## config.mk

```make
export PLATFORM = sky130hd
export DESIGN_NAME = sccb_cmd_sequencer
export DESIGN_NICKNAME = d
export VERILOG_FILES = /design/src/rtl/sccb_seq_pkg.sv /design/src/rtl/sccb_init_rom.sv /design/src/rtl/sccb_cmd_sequencer.sv
export SDC_FILE = /design/constraint.sdc
export NUM_CORES = 1
export LEC_CHECK = 0
export ABC_AREA = 1
export BUFFER_PORTS_ARGS = -buffer_cell sky130_fd_sc_hd__buf_2
export CAP_MARGIN = 20
export CELL_PAD_IN_SITES_DETAIL_PLACEMENT = 1
export CELL_PAD_IN_SITES_GLOBAL_PLACEMENT = 1
export CORE_MARGIN = 5
export CORE_UTILIZATION = 30
export CTS_CLUSTER_DIAMETER = 80
export DETAILED_ROUTE_END_ITERATION = 6
export PLACE_DENSITY_LB_ADDON = 0.1
export SLEW_MARGIN = 20
export SYNTH_ARGS = -nofsm -noshare
export SYNTH_HDL_FRONTEND = slang
export SYNTH_SLANG_ARGS = --single-unit
```

## constraint.sdc

```tcl
create_clock -name clock -period 5.5 [get_ports clock]
set_clock_uncertainty 0.15 [all_clocks]
set_input_delay 0.275 -clock clock [delete_from_list [all_inputs] [get_ports clock]]
set_output_delay 0.275 -clock clock [all_outputs]
set_load 0.01 [all_outputs]
```

## src/rtl/sccb_seq_pkg.sv

```systemverilog
// sccb_seq_pkg
//   Shared definitions for the SCCB command sequencer:
//   - default SCCB word width and the OV camera device id (write address 8'h42)
//   - bit positions of the {dev, reg, val} fields inside a 24-bit SCCB word
//   - sequencer state encoding and command-source encoding
//   - sccb_word(): builds a word for the camera from a register/value pair
package sccb_seq_pkg;

   localparam int         SCCB_DATA_WIDTH = 24;
   localparam logic [7:0] DEV_ID          = 8'h42;

   // Field slices of an SCCB word {dev_id, reg, val}
   localparam int DEV_MSB = 23;
   localparam int DEV_LSB = 16;
   localparam int REG_MSB = 15;
   localparam int REG_LSB = 8;
   localparam int VAL_MSB = 7;
   localparam int VAL_LSB = 0;

   typedef enum logic [3:0] {
      ST_BOOT    = 4'd0,
      ST_FETCH   = 4'd1,
      ST_ISSUE_F = 4'd2,
      ST_ACK_F   = 4'd3,
      ST_DONE_F  = 4'd4,
      ST_ISSUE_R = 4'd5,
      ST_ACK_R   = 4'd6,
      ST_DONE_R  = 4'd7,
      ST_GAP     = 4'd8,
      ST_IDLE    = 4'd9
   } state_t;

   typedef enum logic {
      SRC_INIT = 1'b0,
      SRC_PS   = 1'b1
   } src_t;

   function automatic logic [SCCB_DATA_WIDTH-1:0] sccb_word(input logic [7:0] reg_addr,
                                                           input logic [7:0] reg_val);
      logic [SCCB_DATA_WIDTH-1:0] w;
      w                  = '0;
      w[DEV_MSB:DEV_LSB] = DEV_ID;
      w[REG_MSB:REG_LSB] = reg_addr;
      w[VAL_MSB:VAL_LSB] = reg_val;
      return w;
   endfunction

endpackage

```

## src/rtl/sccb_init_rom.sv

```systemverilog
// sccb_init_rom
//   Combinational table of the OV camera power-up register writes.
//   Ports:
//     idx   in   8            table index (0 .. INIT_LEN-1)
//     word  out  DATA_WIDTH   SCCB word {DEV_ID, reg, val}; 0 beyond INIT_LEN
//   The table holds 16 entries; INIT_LEN selects how many of them are replayed.
module sccb_init_rom
   import sccb_seq_pkg::*;
#(
   parameter int DATA_WIDTH = SCCB_DATA_WIDTH,
   parameter int INIT_LEN   = 16
) (
   input  logic [7:0]            idx,
   output logic [DATA_WIDTH-1:0] word
);

   logic [SCCB_DATA_WIDTH-1:0] entry;

   always_comb begin
      entry = '0;
      case (idx)
         8'd0:    entry = sccb_word(8'h12, 8'h80);  // COM7: soft reset
         8'd1:    entry = sccb_word(8'h11, 8'h01);  // CLKRC: prescaler
         8'd2:    entry = sccb_word(8'h12, 8'h04);  // COM7: RGB output
         8'd3:    entry = sccb_word(8'h0C, 8'h00);  // COM3
         8'd4:    entry = sccb_word(8'h3E, 8'h00);  // COM14
         8'd5:    entry = sccb_word(8'h40, 8'hD0);  // COM15: RGB565 full range
         8'd6:    entry = sccb_word(8'h3A, 8'h04);  // TSLB
         8'd7:    entry = sccb_word(8'h14, 8'h18);  // COM9: AGC ceiling
         8'd8:    entry = sccb_word(8'h4F, 8'hB3);  // MTX1
         8'd9:    entry = sccb_word(8'h50, 8'hB3);  // MTX2
         8'd10:   entry = sccb_word(8'h51, 8'h00);  // MTX3
         8'd11:   entry = sccb_word(8'h52, 8'h3D);  // MTX4
         8'd12:   entry = sccb_word(8'h53, 8'hA7);  // MTX5
         8'd13:   entry = sccb_word(8'h54, 8'hE4);  // MTX6
         8'd14:   entry = sccb_word(8'h3D, 8'hC0);  // COM13: gamma, UV sat
         8'd15:   entry = sccb_word(8'h1E, 8'h00);  // MVFP: no mirror/flip
         default: entry = '0;
      endcase
      if (int'(idx) >= INIT_LEN) entry = '0;
   end

   assign word = DATA_WIDTH'(entry);

endmodule

```

## src/rtl/sccb_cmd_sequencer.sv

```systemverilog
// sccb_cmd_sequencer
//   Sole owner of the SCCB command path into the front and rear cam_top blocks.
//   After reset it waits BOOT_CYCLES, replays the init table to both cameras, then
//   serves PS register writes one at a time.
//   Ports:
//     clock        in   1    system clock (clk_12m)
//     n_rst        in   1    asynchronous active-low reset
//     ps_req       in   1    PS write request; rising edge detected
//     ps_data      in   DW   PS SCCB word, sampled on the rising-edge cycle
//     ps_busy      out  1    PS command pending/in flight, or init not finished
//     init_done    out  1    init table finished (sticky until reset)
//     sccb_data    out  DW   word presented to both cameras, stable req..done
//     sccb_req_f   out  1    one-cycle request pulse, front camera
//     sccb_req_r   out  1    one-cycle request pulse, rear camera
//     sccb_busy_f  in   1    front SCCB master busy
//     sccb_busy_r  in   1    rear SCCB master busy
//     err_timeout  out  1    sticky: a camera never raised busy in ACK_TIMEOUT cycles
//     err_overrun  out  1    sticky: ps_req edge dropped while ps_busy
//     dbg_state    out  4    current sequencer state
//   Build option: SCCB_BROADCAST_EN issues each command to both cameras at once
//   (shared ACK/DONE states); otherwise front then rear strictly in sequence.
//   Handshake: a camera accepts a command on its one-cycle req pulse and shows
//   acceptance by raising busy; the command is complete when busy falls again.
module sccb_cmd_sequencer
   import sccb_seq_pkg::*;
#(
   parameter int DATA_WIDTH  = SCCB_DATA_WIDTH,
   parameter int INIT_LEN    = 16,
   parameter int GAP_CYCLES  = 1200,
   parameter int BOOT_CYCLES = 12000,
   parameter int ACK_TIMEOUT = 255
) (
   input  logic                  clock,
   input  logic                  n_rst,
   input  logic                  ps_req,
   input  logic [DATA_WIDTH-1:0] ps_data,
   output logic                  ps_busy,
   output logic                  init_done,
   output logic [DATA_WIDTH-1:0] sccb_data,
   output logic                  sccb_req_f,
   output logic                  sccb_req_r,
   input  logic                  sccb_busy_f,
   input  logic                  sccb_busy_r,
   output logic                  err_timeout,
   output logic                  err_overrun,
   output state_t                dbg_state
);

   // One down-counter serves BOOT, GAP and ACK timeout, so it is sized for the largest.
   localparam int MAX_BG  = (BOOT_CYCLES > GAP_CYCLES) ? BOOT_CYCLES : GAP_CYCLES;
   localparam int MAX_CNT = (MAX_BG > ACK_TIMEOUT) ? MAX_BG : ACK_TIMEOUT;
   localparam int CNT_W   = $clog2(MAX_CNT) + 1;

   localparam logic [CNT_W-1:0] BOOT_LOAD = CNT_W'(BOOT_CYCLES - 1);
   localparam logic [CNT_W-1:0] GAP_LOAD  = CNT_W'(GAP_CYCLES - 1);
   localparam logic [CNT_W-1:0] ACK_LOAD  = CNT_W'(ACK_TIMEOUT - 1);
   localparam logic [7:0]       LAST_IDX  = 8'(INIT_LEN - 1);

   state_t                state;
   src_t                  src;
   logic [CNT_W-1:0]      cnt;
   logic [7:0]            idx;
   logic                  pending;     // PS slot full, including while its command is in flight
   logic [DATA_WIDTH-1:0] slot_data;
   logic                  ps_req_d;
   logic [DATA_WIDTH-1:0] rom_word;

   logic ps_edge, gap_end, ps_finish, init_finish, accept, overrun, pending_nxt;

`ifdef SCCB_BROADCAST_EN
   logic seen_f, seen_r;   // busy already observed from each camera in ACK
`endif

   sccb_init_rom #(
      .DATA_WIDTH (DATA_WIDTH),
      .INIT_LEN   (INIT_LEN)
   ) u_rom (
      .idx  (idx),
      .word (rom_word)
   );

   // A PS command that finishes in the same cycle as a new edge frees the slot,
   // so the new request is latched instead of being counted as an overrun.
   always_comb begin
      ps_edge     = ps_req & ~ps_req_d;
      gap_end     = (state == ST_GAP) && (cnt == '0);
      ps_finish   = gap_end && (src == SRC_PS);
      init_finish = gap_end && (src == SRC_INIT) && (idx == LAST_IDX);
      accept      = ps_edge && (!pending || ps_finish);
      overrun     = ps_edge && pending && !ps_finish;
      pending_nxt = accept || (pending && !ps_finish);
   end

   assign dbg_state = state;

   always_ff @(posedge clock or negedge n_rst) begin
      if (!n_rst) begin
         state       <= ST_BOOT;
         src         <= SRC_INIT;
         cnt         <= BOOT_LOAD;
         idx         <= '0;
         pending     <= 1'b0;
         slot_data   <= '0;
         ps_req_d    <= 1'b0;
         ps_busy     <= 1'b0;
         init_done   <= 1'b0;
         sccb_data   <= '0;
         sccb_req_f  <= 1'b0;
         sccb_req_r  <= 1'b0;
         err_timeout <= 1'b0;
         err_overrun <= 1'b0;
`ifdef SCCB_BROADCAST_EN
         seen_f      <= 1'b0;
         seen_r      <= 1'b0;
`endif
      end else begin
         ps_req_d   <= ps_req;
         pending    <= pending_nxt;
         init_done  <= init_done | init_finish;
         ps_busy    <= pending_nxt | ~(init_done | init_finish);
         sccb_req_f <= 1'b0;
         sccb_req_r <= 1'b0;
         if (accept)  slot_data   <= ps_data;
         if (overrun) err_overrun <= 1'b1;

         case (state)
            ST_BOOT: begin
               if (cnt == '0) begin
                  state <= ST_FETCH;
                  idx   <= '0;
                  src   <= SRC_INIT;
               end else begin
                  cnt <= cnt - 1'b1;
               end
            end
            // Request pulses are registered, so they are raised on entry to ISSUE.
            ST_FETCH: begin
               sccb_data  <= (src == SRC_PS) ? slot_data : rom_word;
               sccb_req_f <= 1'b1;
`ifdef SCCB_BROADCAST_EN
               sccb_req_r <= 1'b1;
`endif
               state      <= ST_ISSUE_F;
            end
            ST_ISSUE_F: begin
               cnt   <= ACK_LOAD;
               state <= ST_ACK_F;
`ifdef SCCB_BROADCAST_EN
               seen_f <= 1'b0;
               seen_r <= 1'b0;
`endif
            end
`ifdef SCCB_BROADCAST_EN
            ST_ACK_F: begin
               seen_f <= seen_f | sccb_busy_f;
               seen_r <= seen_r | sccb_busy_r;
               if ((seen_f | sccb_busy_f) && (seen_r | sccb_busy_r)) begin
                  state <= ST_DONE_F;
               end else if (cnt == '0) begin
                  err_timeout <= 1'b1;
                  state       <= ST_DONE_F;  // a silent camera is already idle
               end else begin
                  cnt <= cnt - 1'b1;
               end
            end
            ST_DONE_F: begin
               if (!sccb_busy_f && !sccb_busy_r) begin
                  cnt   <= GAP_LOAD;
                  state <= ST_GAP;
               end
            end
`else
            ST_ACK_F: begin
               if (sccb_busy_f) begin
                  state <= ST_DONE_F;
               end else if (cnt == '0) begin
                  err_timeout <= 1'b1;
                  sccb_req_r  <= 1'b1;
                  state       <= ST_ISSUE_R;
               end else begin
                  cnt <= cnt - 1'b1;
               end
            end
            ST_DONE_F: begin
               if (!sccb_busy_f) begin
                  sccb_req_r <= 1'b1;
                  state      <= ST_ISSUE_R;
               end
            end
            ST_ISSUE_R: begin
               cnt   <= ACK_LOAD;
               state <= ST_ACK_R;
            end
            ST_ACK_R: begin
               if (sccb_busy_r) begin
                  state <= ST_DONE_R;
               end else if (cnt == '0) begin
                  err_timeout <= 1'b1;
                  cnt         <= GAP_LOAD;
                  state       <= ST_GAP;
               end else begin
                  cnt <= cnt - 1'b1;
               end
            end
            ST_DONE_R: begin
               if (!sccb_busy_r) begin
                  cnt   <= GAP_LOAD;
                  state <= ST_GAP;
               end
            end
`endif
            ST_GAP: begin
               if (cnt != '0) begin
                  cnt <= cnt - 1'b1;
               end else if (src == SRC_INIT && idx != LAST_IDX) begin
                  idx   <= idx + 1'b1;
                  state <= ST_FETCH;
               end else if (src == SRC_INIT && pending) begin
                  // a PS write queued during init goes out right after the last entry
                  src   <= SRC_PS;
                  state <= ST_FETCH;
               end else begin
                  state <= ST_IDLE;
               end
            end
            ST_IDLE: begin
               if (pending) begin
                  src   <= SRC_PS;
                  state <= ST_FETCH;
               end
            end
            default: state <= ST_BOOT;
         endcase
      end
   end

endmodule

```

* After elaboration in Yosys (flattened, before gate mapping)
Memories as Yosys holds them, arrays and structs flattened. Cells that the tools add are included.
Storage, ports and cells: flip-flop bits (word level) 84, memory bits (read-only) 240, input port bits 29, output and inout port bits 34, word-level logic and storage cells 117, memories 1
Operators by class: add/subtract/negate cells 2, order comparisons 1, equality and inequality tests 24, mux-type cells 41, bitwise logic cells 6, reduce and logical (&&, ||, !) cells 28
Memory list:
- (name not given) | depth 16, width 15, read ports 1, clocked after memory_dff 0, wr ports 0, RTL line sccb_init_rom.sv:21 | case (idx)
Operators with widths (number):
- two-way mux 15 bit | 6
- one-hot mux 15 bit (6 select lines) | 1
- two-way mux 24 bit | 3
- two-way mux 4 bit | 11
- one-hot mux 4 bit (10 select lines) | 1
- two-way mux 8 bit | 3
- equality test 4 x 3 -> 1 bit, second input constant | 4
- inequality test 2 bit, second input constant | 8
- one-hot mux 8 bit (2 select lines) | 1
- logical NOT 15 bit | 1
- nonzero test 15 bit | 1
- subtractor 15 x 1 -> 15 bit, second input constant | 1
- two-way mux 1 bit | 12
- logical AND 1 bit | 10
- adder 8 x 1 -> 8 bit, second input constant | 1
- equality test 4 x 2 -> 1 bit, second input constant | 2
- equality test 4 bit, second input constant | 2
- equality test 8 x 4 -> 1 bit, second input constant | 1
- greater-or-equal comparator 8 x 5 -> 1 bit, second input constant | 1
- logical NOT 4 bit | 2
- inequality test 8 x 4 -> 1 bit, second input constant | 1
- AND reduction 7 bit | 1
- inequality test 2 x 1 -> 1 bit, second input constant | 3
- inequality test 3 bit, second input constant | 2
- 16 further kinds | 23

* Logic depth before layout (Yosys ltp)
depth after elaboration 7, gate-level depth with buffers 12, mapped depth without buffers 11

* Hierarchy
A second synthesis with hierarchy kept.
Unflattened totals: cell total of the unflattened synthesis 680, area, all modules 4870.9 um2
Modules (own cells, without submodules):
- sccb_cmd_sequencer | times used 1, cells each 586, area each 4359.2 um2, seq. area each 2115.8 um2
- sccb_init_rom | times used 1, cells each 94, area each 511.7 um2, seq. area each 0.0 um2

* Worst setup path after synthesis
OpenSTA, ideal clock, no wires.
path kind register to register, start register cnt[0], end register cnt[8], setup time 0.117 ns, data arrival time 1.564 ns, data required time 5.233 ns, path slack 3.670 ns, stages on the path, launching flop included 12, path buffers 1, clock period less this slack 1.830 ns, path through dfstp_2 -> inv_1 -> ha_1 -> nand3_1 -> nor2_1 -> nand2_1 -> inv_2 -> nand2_1 -> nand3_2 -> buf_6 -> nand2_1 -> nand2_1
On the way: longest elaborated chain between the ends 4, elaborated cells between the ends (all ways) 11, those cells by class add/sub: 1; eq/ne: 1; mux: 6; reduce/logical: 3
Ends and longest elaborated chain:
- start: declaration | RTL line sccb_cmd_sequencer.sv:61 | logic [CNT_W-1:0] cnt;
- start signal: assignment | RTL line sccb_cmd_sequencer.sv:133 | cnt <= cnt - 1'b1;
- start signal: assignment | RTL line sccb_cmd_sequencer.sv:181 | cnt <= cnt - 1'b1;
- start signal: assignment | RTL line sccb_cmd_sequencer.sv:202 | cnt <= cnt - 1'b1;
- subtractor 15 x 1 -> 15 bit or logical NOT 15 bit (tied branches)
- two-way mux 15 bit, on equally long branches | RTL line sccb_cmd_sequencer.sv:197, sccb_cmd_sequencer.sv:128, sccb_cmd_sequencer.sv:176
- two-way mux 15 bit, on equally long branches | RTL line sccb_cmd_sequencer.sv:195, sccb_cmd_sequencer.sv:174
- one-hot mux 15 bit (6 select lines) | RTL line sccb_cmd_sequencer.sv:126 | case (state)
Several ways; a longest one is shown, not always the timed one. The select of a mux whose other input is x is not followed. A chain may end at the register's enable or synchronous reset.

* Worst setup path in the final report
start register state[0], in the netlist dbg_state[0], end register cnt[10]
On the way: longest elaborated chain between the ends 4, elaborated cells between the ends (all ways) 15, those cells by class eq/ne: 10; mux: 1; reduce/logical: 4
Ends and longest elaborated chain:
- start: declaration | RTL line sccb_cmd_sequencer.sv:59 | state_t state;
- start signal: assignment | RTL line sccb_cmd_sequencer.sv:98 | state <= ST_BOOT;
- start signal: assignment | RTL line sccb_cmd_sequencer.sv:129 | state <= ST_FETCH;
- start signal: assignment | RTL line sccb_cmd_sequencer.sv:143 | state <= ST_ISSUE_F;
- equality test 4 x 3 -> 1 bit or equality test 4 x 2 -> 1 bit (tied branches) | RTL line sccb_cmd_sequencer.sv:126
- OR reduction 2 bit (no line)
- nonzero test 6 bit (no line)
- AND reduction 5 bit (no line)
Several ways; a longest one is shown, not always the timed one.

==> results.cfg <==
[sta]
worstMarginPinSlew_ns = 0.993
timing.fmax_mhz = 378
finalCriticalPeriod_ns = 2.65
final-setup-viol-count = 0
hold_viol_final = 0
min_period_over_period = 0.481
setup-tns-final_ns = 0
grt_setup_unrepaired = no
slew_headroom = 0.335
slew_viol_final = 0

[yosys]
synthTopCellsByCount = nand2_1, dfrtp_1, nor2_1
syn-num-nets = 676
synth-seq-cells = 84
synth_area_um2 = 4770
synth_compound_area_frac = 0.0953
yosys.area.top_type = dfrtp_1
synthTopCellsByArea = dfrtp_1, nand2_1, dfstp_2, nor2_1, nand3_1
synth_top_area_frac = 0.383
synth_fa_ha_area_frac = 0.0315
synthArstFlopShare = 1.00
synthMuxAreaShare = 0
postSynthCellCount = 635
synth_top_family_by_area = simple AND/OR/NAND/NOR gates
syn_area_per_cell_um2 = 7.51
yosys_warnings = 0
synth-simple-area-share = 0.354
synth-xor-area-share = 0.0110
synth_cell_types = 40
ys_seq_area_frac = 0.444
synth-main-ff-cell = dfrtp_1
synth_edf_count = 0
synth.most_common_cell = nand2_1

[status]
status = completed

[critical_path]
critPathLaunch = dbg_state[0]$_DFFE_PN0P_
critical_path.endpoint = cnt[10]$_DFFE_PN1P_
required_ns = 5.63
r2r_slack_ns = 2.85
cpMaxStageDelayCell = nor2_1
critPathMaxFanout = 11
rr_worst_depth = 9
critical_path_arrival_ns = 2.78
slowest_delay_ns = 0.75
crit_path_end_kind = register
r2r_end = cnt[10]$_DFFE_PN1P_
criticalPathCategory = reg -> reg
critPathLaunchType = register
reg2reg_from = dbg_state[0]$_DFFE_PN0P_
crit_path_cell_trace = nand2_2 > nor2_1 > nor2_4 > nand3_1 > nand2_1 > nor2_1 > nand3_1 > nand2_1 > inv_1

[final_layout]
fin_nets = 732
fin_cells = 912
antenna_cells = 0
drive_above_1_share = 0.182
syn_to_final_growth_pct = 17.1
final_core_util = 0.355

[floorplan]
die_area_um2 = 18500
std_cell_rows = 46
die_h_um = 136
io_pins = 63
start_util = 0.303
core-area_um2 = 15700
die_w_um = 136

[global_route]
grt_pass1_vias = 4547
track_usage = 0.162
grt_overflow = 0
antenna_found_initial = 0
grt_pass1_wl_mm = 23.7
grt_max_degree = 62

[detailed_routing]
ant_nets = 0
routed_wl_mm = 14.4
wire_per_inst_um = 15.8
drc = 0
avgViaCountPerCell = 4.86
dr.pass1.iters = 4
drt_iter0_drc = 158
num_vias = 4430

[placement]
port_buffers = 62
hpwlAfterDp_mm = 10.6
gp_congestion = 0.817
place_inst = 892

[clock_network]
cts_tree = built
path_clk_slew_ns = 0.07
cts_root_buffer = clkbuf_16
numCtsBuffers = 9
post_cts_buffers = 0
htree_num_levels = 3
cts_num_sinks = 84
clkLatencyLatePin_ns = 0.34
clockBufferDepth = 2
cts_resized = 0

[power_and_ir_drop]
power.total_mw = 1.25
leakage_nw = 2.83
ir_drop_mv = 0.133
clkPwrFrac = 0.481
seqPwrFrac = 0.494
power_density_nw_per_um2 = 224
p_comb_frac = 0.025
switching_share = 0.237
switching_power_mw = 0.297
p_int_mw = 0.955

[run]
drv_cap = 0

[hold_path]
hp-start = ps_data[13]
min_path_type = in -> reg
[layout by cell type (no fill, tap or decap), drive strengths merged]
cell / Yosys / layout
a211oi: 1 / 1
a21oi: 14 / 14
a31o: 1 / 1
a31oi: 17 / 17
buf: 10 / 65
clkbuf: 13 / 10
clkinv: 3 / 3
clkinvlp: 0 / 2
dfrtp: 73 / 73
dfstp: 11 / 11
dlygate4sd3: 0 / 3
ha: 12 / 12
inv: 46 / 50
nand2: 219 / 219
nand3: 50 / 50
nand3b: 5 / 5
nand4: 27 / 27
nor2: 75 / 75
nor3: 2 / 2
nor4: 1 / 1
o2111ai: 4 / 4
o211a: 1 / 1
o211ai: 3 / 3
o21ai: 33 / 33
o21bai: 1 / 1
o22ai: 1 / 1
or2: 6 / 6
xnor2: 1 / 1
xor2: 5 / 5
[critical path: cells and delay by family, from the launching register on]
family / cells / cell delay (ns)
flip-flops: 1 / 0.63
AND/OR/NAND/NOR: 8 / 1.76
buffers and inverters: 1 / 0.04
[power groups by stage]
stage | clock (mW) | combinational (mW) | sequential [mW]
6_report | 0.603 | 0.0311 | 0.618
2_1_floorplan | 0 | 0.00345 | 0.630
5_1_grt | 0.648 | 0.0364 | 0.618
4_1_cts | 0.626 | 0.0314 | 0.618
3_5_place_dp | 0 | 0.0297 | 0.630
3_3_place_gp | 0 | 0.0294 | 0.630
[final cells by class]
cell class | instances | area [um^2]
fill | 2009 | 10100
multi-input combinational | 479 | 2350
sequential | 84 | 2120
timing repair buffer | 68 | 373
tap | 216 | 270
clock buffer | 10 | 239
inverter | 49 | 184
clock inverter | 6 | 52.6
[flip-flops by register name, summed over array words and instances (netlist names)]
register,flops
err_timeout,1
src,1
pending,1
ps_busy,1
slot_data,24
dbg_state,4
err_overrun,1
idx,8
sccb_data,24
init_done,1
ps_req_d,1
sccb_req_f,1
sccb_req_r,1
cnt,15
[cells by family after synthesis]
| group | after synthesis |
|---|---|
| and+or+nand+nor | 385 |
| DFF | 84 |
| AOI/OAI and AO/OA | 76 |
| buffers and inverters | 72 |
| adders and majority gates | 12 |
| xor gates and xnor gates | 6 |
[metal layers]
metal | wire, um | part of all wire | global-route usage
met5 | 0 | 0 | 0
met4 | 161 | 0.011 | 0.0442
met3 | 503 | 0.035 | 0.0255
met2 | 6790 | 0.47 | 0.269
met1 | 6960 | 0.48 | 0.221
[worst min path at each step]
stage	end	slack [ns]	depth (start not counted)
4_1_cts	slot_data[13]$_DFFE_PN0P_	0.02	3
3_5_place_dp	idx[3]$_DFFE_PN0P_	0.06	1
2_1_floorplan	cnt[12]$_DFFE_PN0P_	-0.17	0
3_3_place_gp	idx[3]$_DFFE_PN0P_	0.06	1
6_report	slot_data[13]$_DFFE_PN0P_	0.03	3
5_1_grt	slot_data[6]$_DFFE_PN0P_	0.03	3
[timing repair]
action / in CTS / in global routing
hold buffers: 3 / 0
endpoints found under the hold margin: 25 / 0
setup endpoints to repair: 0 / 0
[metrics by stage]
step,hold WS [ns],cell area (um^2),setup WS [ns]
floorplan,-0.171,4770,3.67
global placement,0.0565,5250,2.80
detailed placement,0.0580,5250,2.78
CTS,0.0179,5570,2.77
global route,0.0321,5590,2.54
finish,0.0268,5590,2.85
No activity file was read; power rests on OpenSTA's default activity.
